### config.mk
export PLATFORM = sky130hd
export DESIGN_NAME = dmem_store_buffer
export DESIGN_NICKNAME = d
export VERILOG_FILES = /design/src/rtl/dmem_store_buffer_pkg.sv /design/src/rtl/dmem_store_buffer_sb_fifo.sv /design/src/rtl/dmem_store_buffer.sv
export SDC_FILE = /design/constraint.sdc
export NUM_CORES = 1
export LEC_CHECK = 0
export ABC_AREA = 0
export BUFFER_PORTS_ARGS = -buffer_cell sky130_fd_sc_hd__buf_4
export CELL_PAD_IN_SITES_DETAIL_PLACEMENT = 1
export CELL_PAD_IN_SITES_GLOBAL_PLACEMENT = 2
export CORE_UTILIZATION = 44
export CTS_BUF_LIST = sky130_fd_sc_hd__clkbuf_8
export DETAILED_ROUTE_END_ITERATION = 10
export PLACE_DENSITY = 0.81
export SYNTH_ARGS = -nofsm -noshare
export SYNTH_HDL_FRONTEND = slang
export SYNTH_SLANG_ARGS = --single-unit
export TNS_END_PERCENT = 50
### constraint.sdc
create_clock -name clk_i -period 8.2 [get_ports clk_i]
set_clock_uncertainty 0.2 [all_clocks]
set_input_delay 1.64 -clock clk_i [delete_from_list [all_inputs] [get_ports clk_i]]
set_output_delay 1.64 -clock clk_i [all_outputs]
set_load 0.05 [all_outputs]
### src/rtl/dmem_store_buffer_pkg.sv
// dmem_store_buffer_pkg
//   Shared definitions for the data-memory store buffer: default sizes,
//   the load-miss FSM state type and the word-address match helper.
package dmem_store_buffer_pkg;

  localparam int SB_DEPTH = 4;
  localparam int SB_AW    = 32;
  localparam int SB_DW    = 32;

  typedef enum logic [1:0] {
    IDLE    = 2'd0,
    LD_REQ  = 2'd1,
    LD_WAIT = 2'd2,
    LD_DONE = 2'd3
  } sb_state_e;

  // Two addresses refer to the same word when they differ only in the byte offset.
  function automatic logic word_match(input logic [SB_AW-1:0] a, input logic [SB_AW-1:0] b);
    return (a >> 2) == (b >> 2);
  endfunction

endpackage

### src/rtl/dmem_store_buffer_sb_fifo.sv
// dmem_store_buffer_sb_fifo
//   Circular store queue with per-entry valid bits and a parallel
//   youngest-match lookup used for store-to-load forwarding.
// Ports:
//   clk_i, rst_ni             clock, async active-low reset
//   push_i/push_addr_i/_data_i enqueue at tail (ignored when full)
//   pop_i                     dequeue head (ignored when empty)
//   lookup_addr_i             address searched for forwarding
//   hit_o, hit_data_o         youngest matching entry
//   head_addr_o, head_data_o  oldest entry
//   count_o, full_o, empty_o  occupancy
module dmem_store_buffer_sb_fifo
  import dmem_store_buffer_pkg::*;
#(
  parameter int DEPTH = SB_DEPTH,
  parameter int AW    = SB_AW,
  parameter int DW    = SB_DW
) (
  input  logic                   clk_i,
  input  logic                   rst_ni,
  input  logic                   push_i,
  input  logic [AW-1:0]          push_addr_i,
  input  logic [DW-1:0]          push_data_i,
  input  logic                   pop_i,
  input  logic [AW-1:0]          lookup_addr_i,
  output logic                   hit_o,
  output logic [DW-1:0]          hit_data_o,
  output logic [AW-1:0]          head_addr_o,
  output logic [DW-1:0]          head_data_o,
  output logic [$clog2(DEPTH):0] count_o,
  output logic                   full_o,
  output logic                   empty_o
);

  localparam int PW = $clog2(DEPTH);
  localparam int CW = PW + 1;

  logic [AW-1:0]    addr_q [DEPTH];
  logic [DW-1:0]    data_q [DEPTH];
  logic [DEPTH-1:0] valid_q;
  logic [PW-1:0]    head_q, tail_q;
  logic [CW-1:0]    count_q;
  logic             do_push, do_pop;
  logic [PW-1:0]    srch_idx;

  // Occupancy comes from the counter; pointer equality is ambiguous when full.
  assign full_o  = (count_q == CW'(DEPTH));
  assign empty_o = (count_q == '0);
  assign count_o = count_q;

  assign do_push = push_i && !full_o;
  assign do_pop  = pop_i && !empty_o;

  assign head_addr_o = addr_q[head_q];
  assign head_data_o = data_q[head_q];

  always_ff @(posedge clk_i or negedge rst_ni) begin
    if (!rst_ni) begin
      valid_q <= '0;
      head_q  <= '0;
      tail_q  <= '0;
      count_q <= '0;
    end else begin
      if (do_pop) begin
        valid_q[head_q] <= 1'b0;
        head_q          <= head_q + PW'(1);
      end
      if (do_push) begin
        valid_q[tail_q] <= 1'b1;
        tail_q          <= tail_q + PW'(1);
      end
      count_q <= count_q + CW'(do_push) - CW'(do_pop);
    end
  end

  always_ff @(posedge clk_i) begin
    if (do_push) begin
      addr_q[tail_q] <= push_addr_i;
      data_q[tail_q] <= push_data_i;
    end
  end

  // Walk oldest to youngest so the last match found is the youngest one.
  always_comb begin
    hit_o      = 1'b0;
    hit_data_o = '0;
    srch_idx   = '0;
    for (int i = 0; i < DEPTH; i++) begin
      srch_idx = head_q + PW'(i);
      if (valid_q[srch_idx] && word_match(addr_q[srch_idx], lookup_addr_i)) begin
        hit_o      = 1'b1;
        hit_data_o = data_q[srch_idx];
      end
    end
  end

endmodule

### src/rtl/dmem_store_buffer.sv
// dmem_store_buffer
//   Posts stores into a small queue, forwards queued data to loads of the
//   same word, sends load misses to memory ahead of queued stores and drains
//   stores in the background.
// Ports:
//   clk_i, rst_ni                      clock, async active-low reset
//   core_we_i/core_re_i/core_addr_i/core_wdata_i  memory-stage request
//   core_rdata_o, core_stall_o         load data, pipeline freeze
//   mem_valid_o/mem_we_o/mem_addr_o/mem_wdata_o, mem_ready_i  request port
//   mem_rvalid_i, mem_rdata_i          read response
//   sb_count_o, sb_empty_o             buffer occupancy
//
// state   | meaning
// IDLE    | forward hits, drain stores, issue a miss read when the port is free
// LD_REQ  | read presented, waiting for mem_ready
// LD_WAIT | read accepted, waiting for mem_rvalid
// LD_DONE | captured data on core_rdata_o, stall released for one cycle
module dmem_store_buffer
  import dmem_store_buffer_pkg::*;
#(
  parameter int DEPTH = SB_DEPTH,
  parameter int AW    = SB_AW,
  parameter int DW    = SB_DW
) (
  input  logic                   clk_i,
  input  logic                   rst_ni,
  input  logic                   core_we_i,
  input  logic                   core_re_i,
  input  logic [AW-1:0]          core_addr_i,
  input  logic [DW-1:0]          core_wdata_i,
  output logic [DW-1:0]          core_rdata_o,
  output logic                   core_stall_o,
  output logic                   mem_valid_o,
  output logic                   mem_we_o,
  output logic [AW-1:0]          mem_addr_o,
  output logic [DW-1:0]          mem_wdata_o,
  input  logic                   mem_ready_i,
  input  logic                   mem_rvalid_i,
  input  logic [DW-1:0]          mem_rdata_i,
  output logic [$clog2(DEPTH):0] sb_count_o,
  output logic                   sb_empty_o
);

  sb_state_e     state_q, state_d;
  logic [DW-1:0] ld_data_q, ld_data_d;
  logic          wr_pend_q, wr_pend_d;
  logic          push, pop, hit, full, empty, load_miss;
  logic [DW-1:0] hit_data, head_data;
  logic [AW-1:0] head_addr;

  dmem_store_buffer_sb_fifo #(.DEPTH(DEPTH), .AW(AW), .DW(DW)) u_fifo (
    .clk_i         (clk_i),
    .rst_ni        (rst_ni),
    .push_i        (push),
    .push_addr_i   (core_addr_i),
    .push_data_i   (core_wdata_i),
    .pop_i         (pop),
    .lookup_addr_i (core_addr_i),
    .hit_o         (hit),
    .hit_data_o    (hit_data),
    .head_addr_o   (head_addr),
    .head_data_o   (head_data),
    .count_o       (sb_count_o),
    .full_o        (full),
    .empty_o       (empty)
  );

  assign sb_empty_o = empty;
  assign push       = core_we_i && !full;
  assign load_miss  = core_re_i && !hit;

  always_comb begin
    state_d      = state_q;
    ld_data_d    = ld_data_q;
    mem_valid_o  = 1'b0;
    mem_we_o     = 1'b0;
    mem_addr_o   = '0;
    mem_wdata_o  = '0;
    core_stall_o = 1'b0;
    pop          = 1'b0;
    unique case (state_q)
      IDLE: begin
        // A write left waiting on the port must finish before a read may replace it.
        if (load_miss && !wr_pend_q) begin
          mem_valid_o  = 1'b1;
          mem_addr_o   = core_addr_i;
          core_stall_o = 1'b1;
          state_d      = mem_ready_i ? LD_WAIT : LD_REQ;
        end else begin
          if (!empty) begin
            mem_valid_o = 1'b1;
            mem_we_o    = 1'b1;
            mem_addr_o  = head_addr;
            mem_wdata_o = head_data;
            pop         = mem_ready_i;
          end
          core_stall_o = load_miss || (core_we_i && full);
        end
      end
      LD_REQ: begin
        mem_valid_o  = 1'b1;
        mem_addr_o   = core_addr_i;
        core_stall_o = 1'b1;
        if (mem_ready_i) state_d = LD_WAIT;
      end
      LD_WAIT: begin
        core_stall_o = 1'b1;
        if (mem_rvalid_i) begin
          ld_data_d = mem_rdata_i;
          state_d   = LD_DONE;
        end
      end
      LD_DONE: state_d = IDLE;
      default: state_d = IDLE;
    endcase
  end

  assign wr_pend_d = mem_valid_o && mem_we_o && !mem_ready_i;

  always_comb begin
    core_rdata_o = '0;
    if (state_q == LD_DONE)    core_rdata_o = ld_data_q;
    else if (core_re_i && hit) core_rdata_o = hit_data;
  end

  always_ff @(posedge clk_i or negedge rst_ni) begin
    if (!rst_ni) begin
      state_q   <= IDLE;
      ld_data_q <= '0;
      wr_pend_q <= 1'b0;
    end else begin
      state_q   <= state_d;
      ld_data_q <= ld_data_d;
      wr_pend_q <= wr_pend_d;
    end
  end

endmodule

# Word level (Yosys, flattened, before mapping)

Memories as Yosys holds them, arrays and structs flattened.
Index checks and enable logic that the tools add are counted.

Add/subtract/negate cells: 6
Magnitude comparators: 7
Eq/ne operators: 11
Multiplexer cells: 47
Bitwise logic cells: 3
Reduce and logical (&&, ||, !) cells: 26

Operators by type and width:

| cell                                                                                 | count |
|---|---|
| 32-bit 2-to-1 mux                                                                    | 11 |
| 30-bit == test                                                                       | 4 |
| 32-bit case mux with 2 select lines                                                  | 1 |
| 1-bit 2-to-1 mux                                                                     | 20 |
| 1-bit logical AND                                                                    | 15 |
| 2-bit by 3-bit < comparator with 1-bit output (second input constant)                | 5 |
| 1-bit binary-select mux with 2-bit select                                            | 4 |
| 2-bit 2-to-1 mux                                                                     | 4 |
| 4-bit 2-to-1 mux                                                                     | 2 |
| 2-bit case mux with 4 select lines                                                   | 1 |
| 2-bit inequality test (second input constant)                                        | 3 |
| 1-bit logical NOT                                                                    | 5 |
| 2-bit by 1-bit adder with 2-bit output (second input constant)                       | 2 |
| 2-bit adder (second input constant)                                                  | 2 |
| 4-bit bitwise AND                                                                    | 1 |
| 1-bit demux with 2-bit select                                                        | 2 |
| 2-bit == test (second input constant)                                                | 2 |
| 2-bit by 1-bit greater-or-equal comparator with 1-bit output (second input constant) | 2 |
| 4-bit NOT                                                                            | 1 |
| 4-bit bitwise OR                                                                     | 1 |
| 1-bit case mux with 2 select lines                                                   | 2 |
| 3-bit by 1-bit adder with 3-bit output                                               | 1 |
| 3-bit == test (second input constant)                                                | 1 |
| 3-bit logical NOT                                                                    | 1 |
| other kinds (7)                                                                      | 7 |

Flip-flop bits (word level): 46
Memory bits (writable): 256
Input bits: 102
Output and inout bits: 103
Word-level logic and storage cells: 109
Memories kept: 2

Memories:

| memory        | depth | width | read ports | clocked after memory_dff | write ports | line                            | text |
|---|---|---|---|---|---|---|---|
| u_fifo.addr_q | 4     | 32    | 4          | 0                        | 1           | dmem_store_buffer_sb_fifo.sv:38 | `logic [AW-1:0] addr_q [DEPTH];` |
| u_fifo.data_q | 4     | 32    | 4          | 0                        | 1           | dmem_store_buffer_sb_fifo.sv:39 | `logic [DW-1:0] data_q [DEPTH];` |

# Logic depth before layout (Yosys ltp)

Depth in word-level cells: 16
Gate-level depth with buffers: 29

# Modules after synthesis

A second synthesis with hierarchy kept.

Cells, all modules: 1385
Area, all modules: 19771.5 sq um

By module, submodules not included:

| module                    | times used | cells an instance | area each (sq um) | sequential area each (sq um) |
|---|---|---|---|---|
| dmem_store_buffer_sb_fifo | 1          | 1169              | 17414.2           | 7962.6 |
| dmem_store_buffer         | 1          | 216               | 2357.3            | 875.8 |

# Least setup slack after synthesis

OpenSTA, ideal clock, no wires.

Path type: register -> output
From: reg u_fifo.head_q[0]
To: out core_stall_o
Arrival: 5.152 ns
Slack: 1.208 ns
Cell stages (with the launch flop): 24
Path buffers: 12
Cell sequence: dfrtp_1 -> buf_6 -> buf_4 -> inv_2 -> buf_4 -> clkbuf_1 -> clkbuf_1 -> ha_1 -> buf_2 -> buf_4 -> buf_6 -> buf_4 -> buf_4 -> mux2i_1 -> xnor2_1 -> a221oi_1 -> nand3_1 -> o21ai_0 -> nand4_1 -> buf_2 -> buf_4 -> and2_1 -> a31oi_1 -> o31ai_1

Elaborated cells on any way between the ends: 30
Those cells by class: add/sub (3); eq/ne (4); mux (14); reduce/logical (8); memory (1)

RTL lines:

| element                                                                               | line                                                         | text |
|---|---|---|
| start: declaration                                                                    | dmem_store_buffer_sb_fifo.sv:41                              | `logic [PW-1:0] head_q, tail_q;` |
| start signal: assignment                                                              | dmem_store_buffer_sb_fifo.sv:66                              | `head_q <= head_q + PW'(1);` |
| 2-bit adder *                                                                         | dmem_store_buffer_sb_fifo.sv:89                              | `srch_idx = head_q + PW'(i);` |
| named net u_fifo.srch_idx[0]                                                          | dmem_store_buffer_sb_fifo.sv:44                              | `logic [PW-1:0] srch_idx;` |
| memory 4 x 32 bit / 1-bit binary-select mux with 2-bit select (equally long branches) | --                                                           |  |
| 30-bit == test / 1-bit 2-to-1 mux (equally long branches)                             | dmem_store_buffer_pkg.sv:19, dmem_store_buffer_sb_fifo.sv:90 |  |
| 1-bit logical AND *                                                                   | dmem_store_buffer_sb_fifo.sv:90                              | `if (valid_q[srch_idx] && word_match(addr_q[srch_idx], lookup_addr_i)) begin` |
| 1-bit 2-to-1 mux *                                                                    | dmem_store_buffer_sb_fifo.sv:90                              |  |
| 1-bit logical NOT *                                                                   | dmem_store_buffer.sv:70                                      | `assign load_miss = core_re_i && !hit;` |
| 1-bit logical AND *                                                                   | dmem_store_buffer.sv:70                                      |  |
| 1-bit logical OR / 1-bit logical AND (equally long branches)                          | dmem_store_buffer.sv:97, dmem_store_buffer.sv:84             |  |
| 1-bit 2-to-1 mux *                                                                    | dmem_store_buffer.sv:84                                      | `if (load_miss && !wr_pend_q) begin` |
| 1-bit case mux with 2 select lines *                                                  | dmem_store_buffer.sv:81                                      | `unique case (state_q)` |
| end: declaration                                                                      | dmem_store_buffer.sv:32                                      | `output logic core_stall_o,` |

The timed path passes the listed nets; every way through them passes the cells marked *. The select of a mux whose other input is x is not followed.

# Worst setup path after layout

From: reg u_fifo.head_q[0]
To: out core_rdata_o[8]

Longest elaborated chain between the ends: 10
Elaborated cells on any way between the ends: 32
Those cells by class: add/sub (3); eq/ne (4); mux (18); reduce/logical (5); memory (2)

Ends and longest elaborated chain:

| element                                                        | line                            | text |
|---|---|---|
| 2-bit by 1-bit adder with 2-bit output (tied with other cells) | dmem_store_buffer_sb_fifo.sv:89 |  |
| memory 4 x 32 bit (tied with other cells)                      | --                              |  |
| 30-bit == test (tied with other cells)                         | dmem_store_buffer_pkg.sv:19     | `return (a >> 2) == (b >> 2);` |
| 1-bit logical AND / 1-bit 2-to-1 mux (equally long branches)   | dmem_store_buffer_sb_fifo.sv:90 |  |
| 1-bit 2-to-1 mux (3 in a row)                                  | dmem_store_buffer_sb_fifo.sv:90 |  |
| 1-bit logical AND                                              | dmem_store_buffer.sv:123        | `else if (core_re_i && hit) core_rdata_o = hit_data;` |
| 32-bit 2-to-1 mux *                                            | dmem_store_buffer.sv:123        |  |
| 32-bit 2-to-1 mux *                                            | dmem_store_buffer.sv:122        | `if (state_q == LD_DONE) core_rdata_o = ld_data_q;` |
| end: declaration                                               | dmem_store_buffer.sv:31         | `output logic [DW-1:0] core_rdata_o,` |

Every way passes the cells marked *; elsewhere a longest branch is shown, timed or not. The select of a mux whose other input is x is not followed.

==> results.cfg <==
[critical_path]
cp_common_cell = buf_4
crit_arrival_ns = 5.99
crit_chain = inv_2 -> ha_4 -> buf_4 -> mux2_2 -> a22oi_1 -> a31oi_1 -> a2111oi_0 -> and3_1 -> nand4_1 -> buf_4 -> a31o_2 -> buf_4 -> a2111oi_1 -> a21o_1 -> buf_4
r2r_end = u_fifo.count_o[2]$_DFF_PN0_
r2r_setup_slack_ns = 2.34
cp_max_fo = 35
crit_required_ns = 6.36
slowest_delay_ns = 0.66
worstSetupPathType = reg -> out
cp_slowest_cell = dfrtp_4
crit_path_start_kind = flip-flop
critPathTopFamily = compound AO/OA/AOI/OAI gates
timing.rr.start = u_fifo.head_q[0]$_DFFE_PN0N_
rr_worst_depth = 19
endpoint_kind = output pin
cp_num_buf_inv = 5

[cts]
cts_htree_levels = 2
cts_buffers = 57
cts_tree = done
clock_path_buffers = 3
clock_latency_ns = 0.67
clock_sinks = 302
path_clk_slew_ns = 0.05
cts_root_buffer = clkbuf_8

[finish]
layout-drive-gt1-share_pct = 34.1
multi_input_area_sq_um = 10900
seq_area_sq_um = 8850
fill_cells = 4509
antennaDiodeCount = 0
nets = 1740
area_delta_synth_final_pct = 14.7

[grt]
grt_usage_pct = 27.5
grt_pass1_wl_microns = 97300
grt_max_degree = 130
antenna_found_initial = 1
grt_remaining_overflow = 0
grt_pass1_vias = 15000

[logic_synthesis]
synthesis.nets = 1582
synth_warnings = 0
synth_common_cells = 256 x edfxtp_1, 193 x mux4_2, 150 x mux2i_1
synth_top_flop_cell = edfxtp_1
netlist_instances = 1465
yosys_register_bits = 302
async_reset_ff_share_pct = 15.2
synth_edf_count = 256
synth.cell_area_sq_um = 20600
synth_top_cell_area_share_pct = 37.4
synth_top_area_cell = edfxtp_1
seq_area_frac_synth_pct = 43.0
synth.distinct_cells = 74
synth.most_common_cell = edfxtp_1
synthTopCellsByArea = edfxtp_1 37%, mux4_2 21%, mux2i_1 7.3%
syn_avg_cell_area_sq_um = 14.0

[outcome]
status = finished clean

[timing]
fmax_mhz = 128
max-slew-margin-rel_pct = 38.7
setup_violations = 0
finalHoldViolCount = 0
setup_tns_ns = 0
holdWs_ns = 0.310
tightest_slew_ns = 0.920
finalCritPeriodShare_pct = 95.4
fin_crit_ns = 7.83
grt_setup_unrepaired = false
maxSlewViolCount = 0

[placed_design]
dpl.hpwl_microns = 43600
numPortBuffers = 204
gp_congestion = 0.900

[power_and_ir_drop]
leakagePower_nw = 8.79
vdd_drop_max_mv = 0.297
powerDensity_nw_per_um2 = 408

[floorplan]
die_w_microns = 218
ios = 205
core_area_sq_um = 45800
die_h_microns = 218
start_util_pct = 44.9
num_rows = 78
dieArea_sq_um = 47600

[drt]
ant_nets = 0
drc = 0
first_pass_iters = 5
vias_per_cell = 6.47
vias = 14700
wl_per_cell_microns = 28.6
drt-initial-drc-count = 1353
routed_wl_microns = 65000

[hold_path]
whs_path_depth = 1
min_from = ld_data_q[17]$_DFFE_PN0P_
holdPathEnd = ld_data_q[17]$_DFFE_PN0P_
hold_class = reg -> reg

[run]
drv_cap = 0
==> sequential cells by signal (all words and copies together) (netlist names) <==
name / count
u_fifo.addr_q: 128
u_fifo.data_q: 128
ld_data_q: 32
u_fifo.valid_q: 4
u_fifo.count_o: 3
state_q: 2
u_fifo.head_q: 2
u_fifo.tail_q: 2
wr_pend_q: 1
==> kinds of logic after synthesis <==
group	synth area share (%)
AOI/OAI and AO/OA	9.06
xor gates and xnor gates	4.39
adders and majority gates	0.950
buffers and inverters	4.26
DFF	43.0
muxes	31.4
and+or+nand+nor	6.95
==> metrics by stage <==
stage	worst slack [ns]	instance area [sq um]	instances	utilization, %	power (mW)
floorplan	1.21	20600	1465	-	6.69
global placement	0.165	22400	2163	49.0	8.03
detailed placement	0.127	22400	2163	49.0	8.13
CTS	0.0687	23600	2270	51.5	9.67
global route	0.111	23600	2270	51.5	10.1
finish	0.374	23600	2270	51.5	9.62
==> worst max path at each step <==
| stage | startpoint | to | cells past startpoint |
|---|---|---|---|
| after floorplan | u_fifo.head_q[0]$_DFFE_PN0N_ | core_stall_o | 23 |
| after global placement | core_addr_i[6] | core_rdata_o[2] | 12 |
| after detailed placement | core_addr_i[6] | core_rdata_o[2] | 12 |
| after CTS | u_fifo.head_q[0]$_DFFE_PN0N_ | core_rdata_o[2] | 15 |
| after global routing | u_fifo.head_q[0]$_DFFE_PN0N_ | core_rdata_o[3] | 15 |
| final | u_fifo.head_q[0]$_DFFE_PN0N_ | core_rdata_o[8] | 15 |
==> cell type report <==
type / count / area share [%]
multi-input cells: 995 / 46.2
flip-flops and latches: 302 / 37.5
repair buffers: 236 / 7.83
clock buffers: 63 / 3.68
well taps: 600 / 3.18
clock inverters: 43 / 1.10
inverters: 31 / 0.494
==> worst register-to-register path, cell delays in order (launching register included) <==
cell and delay, ns:
dfrtp_4 0.66, inv_2 0.10, ha_4 0.59, buf_12 0.28, mux2i_1 0.41, a211oi_1 0.16
o2111ai_1 0.48, nor4bb_1 0.14, and4_1 0.29, a31oi_4 0.47, nand4_1 0.20, buf_4 0.24
nand2_1 0.21, inv_1 0.09, ha_1 0.28, inv_1 0.04, ha_1 0.19, fa_1 0.42
xnor2_1 0.19, xnor2_1 0.14
==> cell usage in the layout (no fill, tap or decap), drive strengths merged, types with 14 or more instances in the layout <==
cell,netlist,routed
a2111oi,38,38
a21o,36,36
a22o,22,22
and2,39,39
buf,76,236
clkbuf,61,63
dfrtp,46,46
edfxtp,256,256
ha,14,14
inv,31,59
mux2,49,49
mux2i,150,150
mux4,195,195
nand2,43,43
nand3,14,14
nand4,15,15
nor2,43,43
nor2b,40,40
nor3b,31,31
xnor2,86,86
xor2,17,17
==> report_power, final <==
group          internal, mW  total, mW  switching [mW]
logic                  2.51       5.76            3.26
registers              2.08       2.38           0.298
clock network         0.798       1.48           0.679
total                  5.39       9.62            4.23
==> what timing repair did <==
| item | 4_1_cts | 5_1_grt |
|---|---|---|
| hold buffers | 0 | 0 |
| setup buffers | 1 | 0 |
| endpoints found under the setup margin | 3 | 3 |
| pin swaps | 1 | 0 |
| cloned | 0 | 0 |
| resized for setup | 1 | 3 |
==> routing by layer <==
layer	global-route usage [%]	wire, microns	share of wire, %
met3	4.98	4660	7.2
met2	43.6	31000	48
met1	37.7	27300	42
met5	0	8	0.012
met4	10.3	2080	3.2
(Power assumes the default switching activity.)
